<file path="src/rtl/calc_result_bcd_if.sv">
// calc_result_bcd_if: ALU result input handshake and BCD output handshake.
// Input side: in_valid/in_ready, result, error, signed_en. Output side: out_valid/out_ready, bcd, neg, err_out, busy.
interface calc_result_bcd_if #(
  parameter int WIDTH  = 8,
  parameter int DIGITS = 3
);
  logic                  in_valid;
  logic                  in_ready;
  logic [WIDTH-1:0]      result;
  logic                  error;
  logic                  signed_en;
  logic                  out_valid;
  logic                  out_ready;
  logic [4*DIGITS-1:0]   bcd;
  logic                  neg;
  logic                  err_out;
  logic                  busy;

  modport master (
    output in_valid,
    output result,
    output error,
    output signed_en,
    output out_ready,
    input  in_ready,
    input  out_valid,
    input  bcd,
    input  neg,
    input  err_out,
    input  busy
  );

  modport slave (
    input  in_valid,
    input  result,
    input  error,
    input  signed_en,
    input  out_ready,
    output in_ready,
    output out_valid,
    output bcd,
    output neg,
    output err_out,
    output busy
  );
endinterface

</file>
<file path="src/rtl/calc_result_bcd.sv">
// calc_result_bcd: captures the ALU result and converts it to packed BCD by double dabble.
// Ports: clk, rst_n (async, active low), bus (slave side of calc_result_bcd_if).
module calc_result_bcd #(
  parameter int WIDTH  = 8,
  parameter int DIGITS = 3
) (
  input logic              clk,
  input logic              rst_n,
  calc_result_bcd_if.slave bus
);

  localparam int CW = (WIDTH > 1) ? $clog2(WIDTH) : 1;
  localparam int BW = 4 * DIGITS;
  localparam logic [CW-1:0] LAST = CW'(WIDTH - 1);

  typedef enum logic [1:0] {
    IDLE = 2'd0,
    CONV = 2'd1,
    DONE = 2'd2
  } state_t;

  state_t            state_q;
  logic [CW-1:0]     cnt_q;
  logic [BW-1:0]     scr_q;
  logic [BW-1:0]     scr_d;
  logic [BW-1:0]     adj;
  logic [WIDTH-1:0]  mag_q;
  logic [WIDTH-1:0]  mag_d;
  logic [WIDTH-1:0]  mag_in;
  logic              neg_in;
  logic              sneg_q;
  logic [BW-1:0]     bcd_q;
  logic              neg_q;
  logic              err_q;
  logic              ov_q;
  logic              busy_q;

  // The most negative input negates to 2^(WIDTH-1), which still fits
  // WIDTH bits when read as unsigned, so no extra magnitude bit is kept.
  always_comb begin
    neg_in = bus.signed_en & bus.result[WIDTH-1];
    mag_in = neg_in ? (~bus.result + WIDTH'(1)) : bus.result;
  end

  // One double-dabble step: fix digits >= 5, then shift in the next bit.
  always_comb begin
    adj = scr_q;
    for (int i = 0; i < DIGITS; i++) begin
      if (scr_q[4*i +: 4] >= 4'd5) begin
        adj[4*i +: 4] = scr_q[4*i +: 4] + 4'd3;
      end
    end
    scr_d = {adj[BW-2:0], mag_q[WIDTH-1]};
    mag_d = {mag_q[WIDTH-2:0], 1'b0};
  end

  always_ff @(posedge clk or negedge rst_n) begin
    if (!rst_n) begin
      state_q <= IDLE;
      cnt_q   <= '0;
      scr_q   <= '0;
      mag_q   <= '0;
      sneg_q  <= 1'b0;
      bcd_q   <= '0;
      neg_q   <= 1'b0;
      err_q   <= 1'b0;
      ov_q    <= 1'b0;
      busy_q  <= 1'b0;
    end else begin
      unique case (state_q)
        IDLE: begin
          if (bus.in_valid) begin
            if (bus.error) begin
              bcd_q   <= '0;
              neg_q   <= 1'b0;
              err_q   <= 1'b1;
              ov_q    <= 1'b1;
              state_q <= DONE;
            end else begin
              sneg_q  <= neg_in;
              mag_q   <= mag_in;
              scr_q   <= '0;
              cnt_q   <= '0;
              busy_q  <= 1'b1;
              state_q <= CONV;
            end
          end
        end
        CONV: begin
          scr_q <= scr_d;
          mag_q <= mag_d;
          cnt_q <= cnt_q + CW'(1);
          if (cnt_q == LAST) begin
            bcd_q   <= scr_d;
            neg_q   <= sneg_q;
            err_q   <= 1'b0;
            ov_q    <= 1'b1;
            busy_q  <= 1'b0;
            state_q <= DONE;
          end
        end
        DONE: begin
          if (bus.out_ready) begin
            ov_q    <= 1'b0;
            state_q <= IDLE;
          end
        end
        default: begin
          state_q <= IDLE;
        end
      endcase
    end
  end

  assign bus.in_ready  = rst_n & (state_q == IDLE);
  assign bus.out_valid = ov_q;
  assign bus.bcd       = bcd_q;
  assign bus.neg       = neg_q;
  assign bus.err_out   = err_q;
  assign bus.busy      = busy_q;

endmodule

</file>
<file path="src/flat_wrapper.sv">
// flat-port wrapper written by rule: the top's interface ports become plain ports
module calc_result_bcd_flat 
#(
  parameter int WIDTH  = 8,
  parameter int DIGITS = 3
)
  (clk, rst_n, bus_in_valid, bus_result, bus_error, bus_signed_en, bus_out_ready, bus_in_ready, bus_out_valid, bus_bcd, bus_neg, bus_err_out, bus_busy);
  calc_result_bcd_if #(.WIDTH(WIDTH), .DIGITS(DIGITS)) bus_i ();
  input logic clk;
  input logic rst_n;
  input wire logic [$bits(bus_i.in_valid)-1:0] bus_in_valid;
  input wire logic [$bits(bus_i.result)-1:0] bus_result;
  input wire logic [$bits(bus_i.error)-1:0] bus_error;
  input wire logic [$bits(bus_i.signed_en)-1:0] bus_signed_en;
  input wire logic [$bits(bus_i.out_ready)-1:0] bus_out_ready;
  output wire logic [$bits(bus_i.in_ready)-1:0] bus_in_ready;
  output wire logic [$bits(bus_i.out_valid)-1:0] bus_out_valid;
  output wire logic [$bits(bus_i.bcd)-1:0] bus_bcd;
  output wire logic [$bits(bus_i.neg)-1:0] bus_neg;
  output wire logic [$bits(bus_i.err_out)-1:0] bus_err_out;
  output wire logic [$bits(bus_i.busy)-1:0] bus_busy;
  assign bus_i.in_valid = bus_in_valid;
  assign bus_i.result = bus_result;
  assign bus_i.error = bus_error;
  assign bus_i.signed_en = bus_signed_en;
  assign bus_i.out_ready = bus_out_ready;
  assign bus_in_ready = bus_i.in_ready;
  assign bus_out_valid = bus_i.out_valid;
  assign bus_bcd = bus_i.bcd;
  assign bus_neg = bus_i.neg;
  assign bus_err_out = bus_i.err_out;
  assign bus_busy = bus_i.busy;
  calc_result_bcd #(.WIDTH(WIDTH), .DIGITS(DIGITS)) u_core (.clk(clk), .rst_n(rst_n), .bus(bus_i));
endmodule
</file>
<file path="config.mk">
export PLATFORM = sky130hd
export DESIGN_NAME = calc_result_bcd_flat
export DESIGN_NICKNAME = d
export VERILOG_FILES = /design/src/rtl/calc_result_bcd_if.sv /design/src/rtl/calc_result_bcd.sv /design/src/flat_wrapper.sv
export SDC_FILE = /design/constraint.sdc
export NUM_CORES = 1
export LEC_CHECK = 0
export ABC_AREA = 1
export CAP_MARGIN = 20
export CORE_MARGIN = 4
export CORE_UTILIZATION = 41
export CTS_CLUSTER_DIAMETER = 30
export DETAILED_ROUTE_END_ITERATION = 10
export SETUP_SLACK_MARGIN = 0.15
export SLEW_MARGIN = 15
export SYNTH_ARGS = -nofsm -noshare
export SYNTH_HDL_FRONTEND = slang
export SYNTH_SLANG_ARGS = --single-unit
</file>
<file path="constraint.sdc">
create_clock -name clk -period 4.4 [get_ports clk]
set_clock_uncertainty 0.1 [all_clocks]
set_input_delay 0.88 -clock clk [delete_from_list [all_inputs] [get_ports clk]]
set_output_delay 0.88 -clock clk [all_outputs]
set_load 0.02 [all_outputs]
</file>
==> results.ini <==
[finish]
num-nets-final = 327
antennaDiodeCount = 0
most_common_library_cell_in_the_layout_ignoring_fill_and_taps = sky130_fd_sc_hd__nand2_1
share_of_layout_cells_above_drive_strength_1_pct = 12.5
register_area_mm2 = 0.00105
n_fill_cell = 567
flow.area_growth_from_synthesis_pct = 18.5
layout.cells.most_common_list = 72 x sky130_fd_sc_hd__nand2_1, 42 x sky130_fd_sc_hd__dfrtp_1, 32 x sky130_fd_sc_hd__inv_1, 29 x sky130_fd_sc_hd__clkdlybuf4s50_1, 24 x sky130_fd_sc_hd__nand3_1
multiInputGateArea_mm2 = 0.00104

[drt]
drt-pass1-iter-count = 4
detail_route.wirelength_um = 4470
average_wire_per_cell_in_the_routed_design_um = 11.9
number_of_vias_per_cell = 4.80
drtIter0Drc = 62
vias = 1811
number_of_nets_with_antenna_violations_after_detailed_routing = 0
drt_drc_violations_left = 0

[timing]
slew_headroom_pct = 65.3
tightestPinTransition_ns = 0.520
period_share_pct = 64.4
setup_tns_ns = 0
rsz_0062_raised_after_global_routing = no
fin_worst_hold_slack_ns = 0.381
final-hold-violation-count = 0
setup_viol = 0
final_max_slew_viol_count = 0
max_clock_freq_ghz = 0.353
finalCriticalPeriod_ns = 2.83

[placement]
place_hpwl_um = 3250
routabilityCongestion = 0.799
port-buffer-count = 30

[setup_path]
setup.worst_path.end_class = primary output
critical_path_required_ns = 3.42
start_kind = flip-flop
crit_fanout = 10
critical_path_class = reg2out
cp.arrival_ns = 1.85

[run]
number_of_maximum_capacitance_constraint_violations = 0

[clock_network]
cts-root-buf = sky130_fd_sc_hd__clkbuf_8
clk_latency_ns = 0.29
cts_repair_resize_count = 0
tritoncts = built
ctsHoldBuffers = 0
ctsHtreeMaxLevel = 2
clkSlewWorstSetupHoldPaths_ns = 0.08
cts_buffer_depth = 2
clock_sinks = 42
post_cts_buffers = 0
numCtsBuffers = 5

[global_routing]
grt_overflow_total = 0
largest_net_degree_at_the_start_of_global_routing = 43
grtUsageTotal_pct = 14.4
number_of_global_route_vias_before_repair = 1780
grt_pass1_wl_um = 8210
number_of_antenna_violations_at_the_first_check_in_global_routing = 0

[pwr]
switching_share_pct = 40.8
report.power.total_w = 0.00141
power_leakage_nw = 1.33
power.ir.vdd_worst_mv = 0.242
internal_power_w = 0.000837
share_comb_of_total_power_pct = 41.3
part_of_the_power_in_the_clock_network_pct = 20.3
switching_power_w = 0.000577
power_frac_seq_pct = 38.4
power-per-cell-area_mw_per_mm2 = 517

[synthesis]
netlist_area_mm2 = 0.00231
yosysSeqAreaShare_pct = 45.5
post_synth_inst_count = 273
avgSynthCellArea_um2 = 8.46
ys_async_sr_fraction_pct = 100
synth-edff-count = 0
predominant_post_synthesis_flop_cell = sky130_fd_sc_hd__dfrtp_1
yosysWarningCount = 0
synth.distinct_cells = 27
seq_cells_post_synth = 42
syn-num-nets = 296

[worst_hold_path]
timing.hold.worst.class = reg2reg

[floorplanning]
num_io_pins = 31
fp.dieW_um = 83.1
die-height_um = 83.1
core_area_mm2 = 0.00547
core.rowCount = 27
dieArea_mm2 = 0.00690
start_util_pct = 42.2

[run_status]
status = finished, final reports clean

[cells in the mapped netlist, types with 2 or more instances]
cell	n	area [um^2]
sky130_fd_sc_hd__a21oi_1	8	40.0
sky130_fd_sc_hd__a22o_1	2	17.5
sky130_fd_sc_hd__buf_6	5	56.3
sky130_fd_sc_hd__dfrtp_1	42	1050
sky130_fd_sc_hd__ha_1	9	113
sky130_fd_sc_hd__inv_1	32	120
sky130_fd_sc_hd__inv_2	2	7.51
sky130_fd_sc_hd__inv_4	2	12.5
sky130_fd_sc_hd__nand2_1	72	270
sky130_fd_sc_hd__nand2_2	3	18.8
sky130_fd_sc_hd__nand2_4	3	33.8
sky130_fd_sc_hd__nand3_1	24	120
sky130_fd_sc_hd__nand3b_1	3	22.5
sky130_fd_sc_hd__nand4_1	3	18.8
sky130_fd_sc_hd__nor2_1	16	60.1
sky130_fd_sc_hd__o21ai_0	21	105
sky130_fd_sc_hd__o21ai_1	2	10.0
sky130_fd_sc_hd__o21ai_2	14	123
sky130_fd_sc_hd__xor2_1	2	17.5
[registers in the layout, indices dropped and copies added, names as in the netlist, 2 cells and up]
signal and count:
u_core.scr_q 12, u_core.cnt_q 3, u_core.mag_q 8, u_core.state_q 2
u_core.bus.bcd 12
[layer usage]
metal  track usage (%)  vias to the layer above  wire length (um)
met5                 0                        -                 0
met4              5.35                        0                52
met3              2.08                        4               133
met2              23.6                       25              2060
met1              19.1                      842              2220
li1                  -                      940                 -
[cells by family (layout without fill, tap and decap cells)]
group	count (synthesis)	in the layout	synth area share [%]
buffers and inverters	44	76	9.53
XOR/XNOR	3	3	1.14
adder cells (fa/ha/maj)	9	9	4.88
flip-flops	42	42	45.5
AND/OR/NAND/NOR	126	126	24.9
AO/OA/AOI/OAI	49	49	14.0
[stage by stage]
| stage | util, % | std cells | worst slack [ns] | area, um^2 |
|---|---|---|---|---|
| floorplan | - | 273 | 2.23 | 2310 |
| global placement | 48.0 | 369 | 1.66 | 2630 |
| detailed placement | 48.0 | 369 | 1.67 | 2630 |
| CTS | 50.0 | 377 | 1.54 | 2740 |
| global route | 50.0 | 377 | 1.47 | 2740 |
| finish | 50.0 | 377 | 1.57 | 2740 |
[final cells by class]
type,count,area share (%)
Timing Repair Buffer,31,11.1
Sequential cell,42,38.4
Tap cell,72,3.29
Inverter,37,5.26
Clock buffer,8,4.02
Multi-Input combinational cell,187,38.0
[final timing paths]
path | startpoint | cells past startpoint | slack (ns) | to
max in group asynchronous | rst_n | 2 | 3.26 | u_core.bus.bcd[8]
setup reg to reg | u_core.state_q[0] | 4 | 2.66 | u_core.bus.bcd[7]
setup / recovery | u_core.state_q[0] | 4 | 1.57 | bus_in_ready
hold / removal | u_core.bus.busy | 2 | 0.38 | u_core.bus.busy
min in group asynchronous | rst_n | 2 | 0.58 | u_core.bus.bcd[3]
hold reg to reg | u_core.bus.busy | 2 | 0.38 | u_core.bus.busy
[power groups by stage]
stage               clock [W]  combinational, W  sequential, W
floorplan                   0          0.000476       0.000552
global placement            0          0.000588       0.000547
detailed placement          0          0.000594       0.000549
CTS                  0.000296          0.000597       0.000542
global route         0.000314          0.000672       0.000554
finish               0.000287          0.000584       0.000543
[worst max-delay path, cell delays in order, from the launching register on]
cell	delay, ns
sky130_fd_sc_hd__dfrtp_1	0.55
sky130_fd_sc_hd__nor2_4	0.24
sky130_fd_sc_hd__inv_1	0.05
sky130_fd_sc_hd__nor2_1	0.10
sky130_fd_sc_hd__clkdlybuf4s50_1	0.62
No activity file was read; power rests on OpenSTA's default activity.
